==> src/rtl/demux_1to16_frame_pkg.sv <==
// Shared definitions for the 1-to-16 framed demultiplexer and its 16:1 selector counterpart.
package demux_1to16_frame_pkg;

  localparam int NUM_LANES = 16;
  localparam int SEL_W     = 4;

  typedef enum logic {
    FILL = 1'b0,
    HOLD = 1'b1
  } frame_state_e;

  function automatic logic [NUM_LANES-1:0] lane_onehot(input logic [SEL_W-1:0] idx);
    lane_onehot      = '0;
    lane_onehot[idx] = 1'b1;
  endfunction

endpackage

==> src/rtl/demux_1to16_frame_if.sv <==
// Handshake, lane-select and lane-parallel output bundle of the framed demultiplexer.
interface demux_1to16_frame_if
  import demux_1to16_frame_pkg::*;
#(
  parameter int size = 4
);
  logic [size-1:0]           in_data;
  logic                      in_valid;
  logic                      in_ready;
  logic                      auto_mode;
  logic [SEL_W-1:0]          in_sel;
  logic                      frame_ack;
  logic [NUM_LANES*size-1:0] out_bus;
  logic [NUM_LANES-1:0]      out_valid;
  logic [NUM_LANES-1:0]      lane_strobe;
  logic                      frame_done;
  logic [SEL_W-1:0]          cur_ptr;

  modport master (
    output in_data, in_valid, auto_mode, in_sel, frame_ack,
    input  in_ready, out_bus, out_valid, lane_strobe, frame_done, cur_ptr
  );

  modport slave (
    input  in_data, in_valid, auto_mode, in_sel, frame_ack,
    output in_ready, out_bus, out_valid, lane_strobe, frame_done, cur_ptr
  );
endinterface

==> src/rtl/demux_lane_bank.sv <==
// Sixteen lane registers plus their per-lane "written since frame start" flags.
module demux_lane_bank
  import demux_1to16_frame_pkg::*;
#(
  parameter int size = 4
) (
  input  logic                      clk,
  input  logic                      rst_n,
  input  logic                      we_i,
  input  logic [NUM_LANES-1:0]      lane_oh_i,
  input  logic [size-1:0]           data_i,
  input  logic                      clr_i,
  output logic [NUM_LANES*size-1:0] bus_o,
  output logic [NUM_LANES-1:0]      valid_o
);

  logic [NUM_LANES*size-1:0] bus_q, bus_d;
  logic [NUM_LANES-1:0]      valid_q, valid_d;

  always_comb begin
    bus_d   = bus_q;
    valid_d = valid_q;
    if (clr_i) begin
      // Data survives a frame release; only the freshness flags are dropped.
      valid_d = '0;
    end else if (we_i) begin
      valid_d = valid_q | lane_oh_i;
      for (int k = 0; k < NUM_LANES; k++) begin
        if (lane_oh_i[k]) bus_d[k*size +: size] = data_i;
      end
    end
  end

  always_ff @(posedge clk or negedge rst_n) begin
    if (!rst_n) begin
      bus_q   <= '0;
      valid_q <= '0;
    end else begin
      bus_q   <= bus_d;
      valid_q <= valid_d;
    end
  end

  assign bus_o   = bus_q;
  assign valid_o = valid_q;

endmodule

==> src/rtl/demux_1to16_frame.sv <==
// Framed 1-to-16 demultiplexer: FILL accepts words into lanes, HOLD stalls until frame_ack.
module demux_1to16_frame
  import demux_1to16_frame_pkg::*;
#(
  parameter int size = 4
) (
  input logic                 clk,
  input logic                 rst_n,
  demux_1to16_frame_if.slave  bus
);

  frame_state_e         state_q, state_d;
  logic [SEL_W-1:0]     wr_ptr_q, wr_ptr_d;
  logic                 in_ready_q, in_ready_d;
  logic [NUM_LANES-1:0] strobe_q, strobe_d;
  logic                 done_q, done_d;

  logic                 accept;
  logic                 clr;
  logic                 complete;
  logic [SEL_W-1:0]     lane_idx;
  logic [NUM_LANES-1:0] lane_oh;
  logic [NUM_LANES-1:0] valid_w;

  assign accept   = bus.in_valid && in_ready_q;
  assign lane_idx = bus.auto_mode ? wr_ptr_q : bus.in_sel;
  assign lane_oh  = lane_onehot(lane_idx);
  assign complete = ((valid_w | lane_oh) == {NUM_LANES{1'b1}});

  always_comb begin
    state_d  = state_q;
    wr_ptr_d = wr_ptr_q;
    strobe_d = '0;
    done_d   = 1'b0;
    clr      = 1'b0;
    case (state_q)
      FILL: begin
        if (accept) begin
          strobe_d = lane_oh;
          if (bus.auto_mode) wr_ptr_d = wr_ptr_q + 1'b1;
          if (complete) begin
            done_d  = 1'b1;
            state_d = HOLD;
          end
        end
      end
      HOLD: begin
        if (bus.frame_ack) begin
          state_d  = FILL;
          wr_ptr_d = '0;
          clr      = 1'b1;
        end
      end
      default: state_d = FILL;
    endcase
    // Registered ready tracks the next state so it drops with the completing strobe.
    in_ready_d = (state_d == FILL);
  end

  always_ff @(posedge clk or negedge rst_n) begin
    if (!rst_n) begin
      state_q    <= FILL;
      wr_ptr_q   <= '0;
      in_ready_q <= 1'b0;
      strobe_q   <= '0;
      done_q     <= 1'b0;
    end else begin
      state_q    <= state_d;
      wr_ptr_q   <= wr_ptr_d;
      in_ready_q <= in_ready_d;
      strobe_q   <= strobe_d;
      done_q     <= done_d;
    end
  end

  demux_lane_bank #(.size(size)) u_bank (
    .clk       (clk),
    .rst_n     (rst_n),
    .we_i      (accept),
    .lane_oh_i (lane_oh),
    .data_i    (bus.in_data),
    .clr_i     (clr),
    .bus_o     (bus.out_bus),
    .valid_o   (valid_w)
  );

  assign bus.out_valid   = valid_w;
  assign bus.in_ready    = in_ready_q;
  assign bus.lane_strobe = strobe_q;
  assign bus.frame_done  = done_q;
  assign bus.cur_ptr     = wr_ptr_q;

endmodule

==> src/flat_wrapper.sv <==
// flat-port wrapper written by rule: the top's interface ports become plain ports
module demux_1to16_frame_flat import demux_1to16_frame_pkg::*;
#(
  parameter int size = 4
)
  (clk, rst_n, bus_in_data, bus_in_valid, bus_auto_mode, bus_in_sel, bus_frame_ack, bus_in_ready, bus_out_bus, bus_out_valid, bus_lane_strobe, bus_frame_done, bus_cur_ptr);
  demux_1to16_frame_if #(.size(size)) bus_i ();
  input logic clk;
  input logic rst_n;
  input wire logic [$bits(bus_i.in_data)-1:0] bus_in_data;
  input wire logic [$bits(bus_i.in_valid)-1:0] bus_in_valid;
  input wire logic [$bits(bus_i.auto_mode)-1:0] bus_auto_mode;
  input wire logic [$bits(bus_i.in_sel)-1:0] bus_in_sel;
  input wire logic [$bits(bus_i.frame_ack)-1:0] bus_frame_ack;
  output wire logic [$bits(bus_i.in_ready)-1:0] bus_in_ready;
  output wire logic [$bits(bus_i.out_bus)-1:0] bus_out_bus;
  output wire logic [$bits(bus_i.out_valid)-1:0] bus_out_valid;
  output wire logic [$bits(bus_i.lane_strobe)-1:0] bus_lane_strobe;
  output wire logic [$bits(bus_i.frame_done)-1:0] bus_frame_done;
  output wire logic [$bits(bus_i.cur_ptr)-1:0] bus_cur_ptr;
  assign bus_i.in_data = bus_in_data;
  assign bus_i.in_valid = bus_in_valid;
  assign bus_i.auto_mode = bus_auto_mode;
  assign bus_i.in_sel = bus_in_sel;
  assign bus_i.frame_ack = bus_frame_ack;
  assign bus_in_ready = bus_i.in_ready;
  assign bus_out_bus = bus_i.out_bus;
  assign bus_out_valid = bus_i.out_valid;
  assign bus_lane_strobe = bus_i.lane_strobe;
  assign bus_frame_done = bus_i.frame_done;
  assign bus_cur_ptr = bus_i.cur_ptr;
  demux_1to16_frame #(.size(size)) u_core (.clk(clk), .rst_n(rst_n), .bus(bus_i));
endmodule
==> config.mk <==
export PLATFORM = sky130hd
export DESIGN_NAME = demux_1to16_frame_flat
export DESIGN_NICKNAME = d
export VERILOG_FILES = /design/src/rtl/demux_1to16_frame_pkg.sv /design/src/rtl/demux_1to16_frame_if.sv /design/src/rtl/demux_lane_bank.sv /design/src/rtl/demux_1to16_frame.sv /design/src/flat_wrapper.sv
export SDC_FILE = /design/constraint.sdc
export NUM_CORES = 1
export LEC_CHECK = 0
export BUFFER_PORTS_ARGS = -buffer_cell sky130_fd_sc_hd__buf_4
export CAP_MARGIN = 15
export CORE_MARGIN = 2
export CORE_UTILIZATION = 30
export CTS_CLUSTER_SIZE = 14
export DETAILED_ROUTE_END_ITERATION = 8
export GPL_TIMING_DRIVEN = 0
export PLACE_DENSITY = 0.57
export SKIP_LAST_GASP = 1
export SLEW_MARGIN = 20
export SYNTH_ARGS = -nofsm -noshare
export SYNTH_HDL_FRONTEND = slang
export SYNTH_SLANG_ARGS = --single-unit
==> constraint.sdc <==
create_clock -name clk -period 2.6 [get_ports clk]
set_input_delay 0.39 -clock clk [delete_from_list [all_inputs] [get_ports clk]]
set_output_delay 0.39 -clock clk [all_outputs]
set_load 0.005 [all_outputs]
==> metrics.cfg, run 1 <==
[logic_synthesis]
ys_top_cells_by_count = 103 x dfrtp_1, 60 x mux2_1, 48 x nand2_1, 13 x nor3_1, 10 x a22oi_1
syn_area_sq_um = 4144
synth-seq-area-share_pct = 62.20
synth-edff-count = 0
netlist_instances = 320
synth_area_leaders = dfrtp_1 62%, mux2_1 16%, nand2_1 4.3%
synth_top_area_share_pct = 62.20
ys_warn_count = 0
synth_top_cell_by_area = dfrtp_1
synth_ff_type = dfrtp_1
synthesis.nets = 334
synth-seq-cells = 103
synth.most_common_cell = dfrtp_1
syn_area_per_cell_sq_um = 12.95
async_flop_share_pct = 100.0
synth_cell_type_count = 35

[clock_network]
ctsHtreeMaxLevel = 3
clock_path_buffers = 2
cts.clk_slew.worst_paths_ns = 0.06
cts_inserted_buffers = 9
postCtsHoldBufs = 0
cts_sinks = 103
cts_tree = done
post_cts_buffers = 0
cts_resized = 0
clkLatencyLatePin_ns = 0.35
cts_root_buf = clkbuf_16

[place]
place.gp.congestion = 0.8890
dp_slack_ns = 0.2430
postPlaceCellArea_sq_um = 5216
port_buffers = 113
dp_cells = 609
dp_hpwl_um = 7830

[detailed_routing]
drtIter0Drc = 131
vias = 2956
totalWireLength_um = 10700
drcViolationCount = 0
drtPass1Iterations = 4
final_antenna_net_count = 0
wl_per_cell_um = 17.12
vias_per_cell = 4.730

[worst_setup_path]
critPathLaunchType = register
cp-end-kind = register
cp.arrival_ns = 2.54
r2r_start = u_core.bus.cur_ptr[2]$_DFFE_PN0P_
cp_max_fo = 7
worstPathRequired_ns = 2.83
crit_start = u_core.bus.cur_ptr[2]$_DFFE_PN0P_
critPathKind = register to register

[power]
cellLeakagePower_nw = 2.651
ir_worst_vdd_uv = 414.2
power_mw = 5.975
powerDensity_nw_per_um2 = 1085

[floorplanning]
core-area_sq_um = 13350
die_width_um = 121.5
row_count = 42
ios = 115
start_util_pct = 31.05
dieArea_sq_um = 14770
die_h_um = 121.5

[timing]
drv_slew = 0
tightest_slew_ns = 0.9080
layout_setup_ws_ns = 0.2942
hold_viol = 0
fin_crit_sh_pct = 88.68
finalSetupTns_ns = 0
finalSetupViolCount = 0
slew_headroom_pct = 39.47
rsz0062_at_grt = false
fin_crit_ns = 2.306
finClkSkew_ns = 0.007146
fmax_mhz = 433.7
hold-worst-slack_ns = 0.1544

[global_routing]
grt_use_total_pct = 15.38
grt_pass1_wl_um = 16910
grt_max_degree = 104
antenna_found_initial = 0
grt_pass1_vias = 3098
overflow = 0

[cells_and_area]
fill_cells = 1304
area_growth_pct = 32.91
fin_area_sq_um = 5508
fin_nets = 458
diodes = 0
finish.utilization_pct = 41.26
layout-drive-gt1-share_pct = 31.40
stdcell_count = 625

[run_status]
status = finished clean

[run]
maxCapViolations = 0

[worst_hold_path]
hold_class = input pin to asynchronous set/reset pin

[sequential cells by signal (all words and copies together), names as in the netlist]
register,count
u_core.bus.lane_strobe,16
u_core.u_bank.valid_o,16
u_core.bus.cur_ptr,4
u_core.u_bank.bus_o,64
u_core.state_q,1
u_core.bus.frame_done,1
u_core.bus.in_ready,1
[final cells by class]
| class | count | area, sq um | area share, % |
|---|---|---|---|
| tap | 176 | 220.2 | 3.998 |
| timing repair buffer | 113 | 852.1 | 15.47 |
| sequential | 103 | 2577 | 46.80 |
| multi-input combinational | 207 | 1519 | 27.58 |
| buffer | 10 | 47.55 | 0.8632 |
| clock inverter | 4 | 45.04 | 0.8178 |
| clock buffer | 12 | 246.5 | 4.475 |
[power by group]
group	total (mW)	switching, mW	internal, mW
clock	1.33	0.564	0.768
sequential	2.69	0.456	2.23
combinational	1.95	0.776	1.18
total	5.97	1.80	4.18
[worst paths after layout]
kind                                                       end  slack (ns)  cells after the start
min reg2reg                u_core.u_bank.bus_o[30]$_DFFE_PN0P_        0.49                      1
min                        u_core.bus.lane_strobe[8]$_DFF_PN0_        0.15                      1
max reg2reg                 u_core.u_bank.bus_o[9]$_DFFE_PN0P_        0.29                      5
max in group asynchronous        u_core.bus.in_ready$_DFF_PN0_        1.84                      1
min in group clk             u_core.bus.cur_ptr[3]$_DFFE_PN0P_        0.24                      2
max                         u_core.u_bank.bus_o[9]$_DFFE_PN0P_        0.29                      5
[critical path, stage by stage (launching register included)]
cell and delay [ns]:
dfrtp_1 0.45, or3b_1 0.47, and2_1 0.25, or2_2 0.36
a21oi_2 0.29, mux2_1 0.36
[cells in the final DEF, fill, tap and decap left out, types with 2 or more instances in the layout]
cell type / count
buf_2: 2
dfrtp_1: 103
clkbuf_16: 9
clkbuf_1: 9
o22ai_1: 4
mux2_1: 60
nor2_2: 2
a21o_1: 3
mux2_2: 4
nor2_1: 8
and2_1: 7
clkinv_2: 3
or3_1: 3
o31ai_1: 2
nand3b_1: 8
or3b_1: 5
a31oi_1: 3
nand2_1: 48
buf_4: 112
a21oi_1: 2
nand3_1: 9
o21ai_0: 3
a22oi_1: 10
buf_6: 2
nor3_1: 13
[metal layers]
| layer | GRT usage, % | wire (um) | vias up |
|---|---|---|---|
| met5 | 0 | 0 | - |
| met4 | 5.603 | 169 | 0 |
| met3 | 4.822 | 759 | 15 |
| met2 | 24.33 | 4936 | 100 |
| met1 | 19.93 | 4832 | 1458 |
| li1 | - | - | 1383 |
[logic make-up after synthesis]
group                      after synthesis  synth area share (%)
and+or+nand+nor                        109                 13.22
DFF                                    103                 62.20
muxes                                   64                 17.39
AOI/OAI and AO/OA                       31                 5.314
buffers and inverters                   10                 1.147
xor gates and xnor gates                 2                0.4228
adders and majority gates                1                0.3019
Power figures use the tool's default switching activity.
==> run 2: changes to the inputs <==
ABC_AREA = 1   (was not set)
==> metrics.cfg, run 2 <==
[run_status]
status = finished clean

[floorplanning]
row_count = 42  ; unchanged
start_util_pct = 30.48  ; -0.57 points
dieArea_sq_um = 14290  ; -3.3%
ios = 115  ; unchanged
die_width_um = 119.5  ; -1.6%
die_h_um = 119.5  ; -1.6%
core-area_sq_um = 13140  ; -1.6%

[detailed_routing]
drcViolationCount = 0  ; unchanged
vias_per_cell = 4.528  ; -4.3%
drtIter0Drc = 169  ; +29%
wl_per_cell_um = 14.84  ; -13%
totalWireLength_um = 10730  ; +0.27%
vias = 3274  ; +11%
drtPass1Iterations = 4  ; unchanged
final_antenna_net_count = 0  ; unchanged

[logic_synthesis]
syn_area_sq_um = 4004  ; -3.4%
synth-seq-cells = 103  ; unchanged
synthesis.nets = 433  ; +30%
synth_top_cell_by_area = dfrtp_1
synth_area_leaders = dfrtp_1 64%, nand2_1 12%, o21ai_0 11%
ys_warn_count = 0  ; unchanged
synth_cell_type_count = 20  ; -43%
ys_top_cells_by_count = 126 x nand2_1, 103 x dfrtp_1, 84 x o21ai_0, 29 x inv_1, 25 x nor2_1
synth-edff-count = 0  ; unchanged
async_flop_share_pct = 100.0  ; unchanged
synth-seq-area-share_pct = 64.38  ; +2.2 points
synth_ff_type = dfrtp_1
synth_top_area_share_pct = 64.38  ; +2.2 points
netlist_instances = 419  ; +31%
synth.most_common_cell = nand2_1
syn_area_per_cell_sq_um = 9.556  ; -26%

[clock_network]
cts_tree = done
post_cts_buffers = 0  ; unchanged
cts.clk_slew.worst_paths_ns = 0.06  ; about the same
cts_sinks = 103  ; unchanged
cts_root_buf = clkbuf_16
cts_resized = 0  ; unchanged
clkLatencyLatePin_ns = 0.34  ; about the same
postCtsHoldBufs = 0  ; unchanged
ctsHtreeMaxLevel = 3  ; unchanged
cts_inserted_buffers = 9  ; unchanged
clock_path_buffers = 2  ; unchanged

[global_routing]
overflow = 0  ; unchanged
grt_use_total_pct = 15.62  ; +0.24 points
grt_max_degree = 104  ; unchanged
grt_pass1_wl_um = 17130  ; +1.3%
grt_pass1_vias = 3285  ; +6.0%
antenna_found_initial = 0  ; unchanged

[timing]
drv_slew = 0  ; unchanged
tightest_slew_ns = 0.9290  ; +0.02106 ns
finClkSkew_ns = 0.006009  ; -0.001137 ns
slew_headroom_pct = 38.07  ; -1.4 points
finalSetupViolCount = 0  ; unchanged
finalSetupTns_ns = 0  ; unchanged
rsz0062_at_grt = false
layout_setup_ws_ns = 0.7182  ; +0.4240 ns
hold-worst-slack_ns = 0.1351  ; -0.01924 ns
fmax_mhz = 531.4  ; +23%
fin_crit_ns = 1.882  ; -0.4240 ns
fin_crit_sh_pct = 72.38  ; -16 points
hold_viol = 0  ; unchanged

[power]
power_mw = 6.006  ; +0.53%
powerDensity_nw_per_um2 = 1122  ; +3.5%
ir_worst_vdd_uv = 427.0  ; +3.1%
cellLeakagePower_nw = 2.746  ; +3.6%

[worst_hold_path]
hold_class = input pin to asynchronous set/reset pin

[cells_and_area]
fill_cells = 1346  ; +3.2%
stdcell_count = 723  ; +16%
finish.utilization_pct = 40.73  ; -0.53 points
multiInputGateArea_sq_um = 1265  ; -17%
fin_nets = 557  ; +22%
largest_reg_flops = 64  ; unchanged
area_growth_pct = 33.66
diodes = 0  ; unchanged
layout_commonest_cell = nand2_1
fin_area_sq_um = 5351  ; -2.8%
most-common-layout-cells = 126 x nand2_1, 112 x buf_4, 103 x dfrtp_1
layout-drive-gt1-share_pct = 27.06  ; -4.3 points
regArea_sq_um = 2577  ; unchanged

[worst_setup_path]
cp.arrival_ns = 2.13  ; -0.41 ns
cp-end-kind = register
worstPathRequired_ns = 2.85  ; +0.02 ns
critPathKind = register to register
cp_max_fo = 10  ; +3
critPathLaunchType = register

[place]
port_buffers = 113  ; unchanged
place.gp.congestion = 0.8446  ; -5.0%
dp_slack_ns = 0.5738  ; +0.3308 ns
postPlaceCellArea_sq_um = 5076  ; -2.7%
dp_cells = 708  ; +16%
dp_hpwl_um = 7844  ; +0.17%

[run]
maxCapViolations = 0  ; unchanged

==> run 2: metal layers <==
metal,share of wire [%],global-route usage [%],wire length (um)
met5,0,0,0
met4,2.2,7.132,241
met3,5.8,3.707,624
met2,47,24.21,5038
met1,45,20.80,4822
==> run 2: cells by family (layout without fill, tap and decap cells) <==
kind of cell    after synthesis  after routing  share of synthesized area (%)
fa+ha+maj                     1              1                         0.3125
buf+inv                      40            168                          4.031
simple gates                187            187                          20.22
compound gates               88             88                          11.06
flops                       103            103                          64.37
==> run 2: final timing paths <==
path,start,endpoint,slack [ns],cells after the start
worst max register to register,u_core.state_q$_DFF_PN0_,u_core.u_bank.bus_o[37]$_DFFE_PN0P_,0.72,6
worst max-delay path,u_core.state_q$_DFF_PN0_,u_core.u_bank.bus_o[37]$_DFFE_PN0P_,0.72,6
max in group asynchronous,rst_n,u_core.u_bank.bus_o[37]$_DFFE_PN0P_,1.82,1
min in group clk,bus_frame_ack,u_core.bus.in_ready$_DFF_PN0_,0.32,3
worst min register to register,u_core.u_bank.bus_o[28]$_DFFE_PN0P_,u_core.u_bank.bus_o[28]$_DFFE_PN0P_,0.49,2
worst min-delay path,rst_n,u_core.u_bank.bus_o[14]$_DFFE_PN0P_,0.14,1
==> run 2: layout make-up <==
class	instances	area share [%]
inverter	32	2.291
clock buffer	12	4.793
tap	176	4.115
clock inverter	3	0.3507
multi-input combinational	276	23.64
buffer	8	0.7248
sequential	103	48.16
timing repair buffer	113	15.92
==> run 2: worst max-delay path, stage by stage, from the launching register on <==
cell	delay (ns)
dfrtp_1	0.39
nand2_1	0.17
inv_1	0.17
nor2_4	0.19
buf_2	0.25
nand3_1	0.31
o21ai_0	0.29
==> run 2: where the power goes <==
| group | switching (mW) | total, mW | internal [mW] |
|---|---|---|---|
| sequential | 0.388 | 2.61 | 2.22 |
| clock | 0.568 | 1.26 | 0.695 |
| combinational | 1.04 | 2.13 | 1.09 |
==> run 3: changes to the inputs <==
PLACE_DENSITY = 0.59   (was 0.57)
clock period = 1.7 ns   (was 2.6 ns; I/O delays follow)
==> metrics.cfg, run 3 (synthesis results as in run 2) <==
[timing]
rsz0062_at_grt = true
fmax_mhz = 604.2  ; +14%
hold-worst-slack_ns = 0.01641  ; -0.1187 ns
finClkSkew_ns = 0.005353  ; -0.0006562 ns
hold_viol = 0  ; unchanged
slew_headroom_pct = 38.36  ; +0.30 points
finalSetupViolCount = 0  ; unchanged
drv_slew = 0  ; unchanged
fin_crit_ns = 1.655  ; -0.2266 ns
finalSetupTns_ns = 0  ; unchanged
tightest_slew_ns = 0.9245  ; -0.004490 ns
fin_crit_sh_pct = 97.36  ; +25 points

[cells_and_area]
regArea_sq_um = 2580  ; about the same
most-common-layout-cells = 126 x buf_4, 119 x nand2_1, 101 x dfrtp_1
multiInputGateArea_sq_um = 1388  ; +9.7%
layout-drive-gt1-share_pct = 33.63  ; +6.6 points
fin_nets = 571  ; +2.5%
area_growth_pct = 39.44
diodes = 0  ; unchanged
stdcell_count = 738  ; +2.1%
largest_reg_flops = 64  ; unchanged
layout_commonest_cell = buf_4
fill_cells = 1299  ; -3.5%
finish.utilization_pct = 42.50  ; +1.8 points

[power]
cellLeakagePower_nw = 2.830  ; +3.0%
power_mw = 9.478  ; +58%
p_sw_mw = 3.235  ; +62%
ir_worst_vdd_uv = 654.4  ; +53%
p_comb_share_pct = 37.9  ; +2.4 points
clkPwrFrac_pct = 19.9  ; -1.1 points
p_int_mw = 6.243  ; +56%
switching_share_pct = 34.13  ; +0.93 points
pwr-share-seq_pct = 42.2  ; -1.3 points
powerDensity_nw_per_um2 = 1698  ; +51%

[detailed_routing]
wl_per_cell_um = 14.96  ; +0.84%
final_antenna_net_count = 0  ; unchanged
drcViolationCount = 0  ; unchanged
vias_per_cell = 4.533  ; about the same
totalWireLength_um = 11040  ; +2.9%
drtPass1Iterations = 4  ; unchanged
vias = 3345  ; +2.2%
drtIter0Drc = 160  ; -5.3%

[worst_setup_path]
critPathKind = register to register
r2r_end = u_core.bus.in_ready$_DFF_PN0_
worstPathRequired_ns = 1.94  ; -0.91 ns
reg2regPathDepth = 11  ; +5
critPathLaunchType = register
cp_max_fo = 8  ; -2
r2r_slack_ns = 0.04  ; -0.67 ns
cp-end-kind = register
cp.arrival_ns = 1.89  ; -0.24 ns
r2r_start = u_core.bus.cur_ptr[3]$_DFFE_PN0P_

[global_routing]
antenna_found_initial = 0  ; unchanged
grt_use_total_pct = 15.69  ; +0.076 points
grt_max_degree = 104  ; unchanged
overflow = 0  ; unchanged
grt_pass1_vias = 3229  ; -1.7%
grt_pass1_wl_um = 17060  ; -0.40%

[clock_network]
cts_inserted_buffers = 9  ; unchanged
ctsHtreeMaxLevel = 3  ; unchanged
postCtsHoldBufs = 0  ; unchanged
cts_tree = done
cts_root_buf = clkbuf_16
clock_path_buffers = 2  ; unchanged
cts_sinks = 103  ; unchanged
cts.clk_slew.worst_paths_ns = 0.07  ; about the same
clkLatencyLatePin_ns = 0.35  ; about the same

[floorplanning]
dieArea_sq_um = 14290  ; unchanged
core-area_sq_um = 13140  ; unchanged
ios = 115  ; unchanged
row_count = 42  ; unchanged
die_width_um = 119.5  ; unchanged
die_h_um = 119.5  ; unchanged
start_util_pct = 30.48  ; unchanged

[worst_hold_path]
hold_class = input pin to asynchronous set/reset pin

[place]
port_buffers = 113  ; unchanged
dp_hpwl_um = 7859  ; +0.19%
dp_cells = 708  ; unchanged
place.gp.congestion = 0.8288  ; -1.9%

[run_status]
status = finished clean

[run]
maxCapViolations = 0  ; unchanged

==> run 3: worst max path at each step <==
stage	from	to	slack, ns	cells after the start
final	u_core.bus.cur_ptr[3]$_DFFE_PN0P_	u_core.bus.in_ready$_DFF_PN0_	0.04	11
after global routing	u_core.bus.cur_ptr[3]$_DFFE_PN0P_	u_core.bus.in_ready$_DFF_PN0_	-0.10	11
after CTS	u_core.bus.cur_ptr[0]$_DFFE_PN0P_	u_core.bus.in_ready$_DFF_PN0_	0.009	11
after detailed placement	u_core.state_q$_DFF_PN0_	u_core.u_bank.bus_o[60]$_DFFE_PN0P_	-0.15	7
after global placement	u_core.state_q$_DFF_PN0_	u_core.u_bank.bus_o[38]$_DFFE_PN0P_	-0.14	7
after floorplan	u_core.bus.cur_ptr[0]$_DFFE_PN0P_	u_core.bus.in_ready$_DFF_PN0_	0.28	12
==> run 3: cell type report <==
type	instances	area share, %
Timing Repair Buffer	127	17.14
Tap cell	176	3.944
Buffer	8	0.8068
Clock inverter	6	0.6499
Sequential cell	103	46.21
Inverter	32	2.286
Clock buffer	10	4.101
Multi-Input combinational cell	276	24.85
==> run 3: worst max-delay path, cell delays in order, from the launching register on <==
cell and delay, ns:
dfrtp_1 0.37, inv_1 0.08, nand2_1 0.07, nand2_2 0.10, nor2_4 0.28, nand2_2 0.10, nand2_1 0.08, nand2_1 0.07
nor2_2 0.11, nand3_2 0.11, nor2_4 0.13, nor2_1 0.05
==> run 3: what timing repair did <==
item / 4_1_cts / 5_1_grt
gates resized for setup: 12 / 27
endpoints found under the hold margin: 0 / 0
pin swaps: 3 / 10
setup buffers: 4 / 10
setup endpoints to repair: 45 / 72
==> run 3: metrics by stage <==
stage,worst slack (ns),area [sq um]
after floorplan,0.2784,4004
after global placement,-0.1419,5072
after detailed placement,-0.1505,5076
after CTS,0.009422,5425
after global routing,-0.1028,5583
final,0.04483,5583
==> run 3: layer usage <==
| metal | up-vias | share of wire, % | GRT usage (%) | wire length (um) |
|---|---|---|---|---|
| met1 | 1602 | 45 | 20.11 | 4942 |
| met5 | - | 0 | 0 | 0 |
| met4 | 0 | 2.5 | 7.500 | 276 |
| li1 | 1626 | - | - | - |
| met2 | 97 | 47 | 24.75 | 5212 |
| met3 | 20 | 5.5 | 4.183 | 610 |
==> run 3: power by group through the flow <==
stage,Combinational [mW],Sequential [mW],Clock (mW)
after floorplan,1.29,4.01,0
after CTS,3.38,4.02,1.95
after global routing,3.99,4.11,2.06
after global placement,3.26,4.00,0
final,3.59,4.00,1.89
after detailed placement,3.30,4.04,0
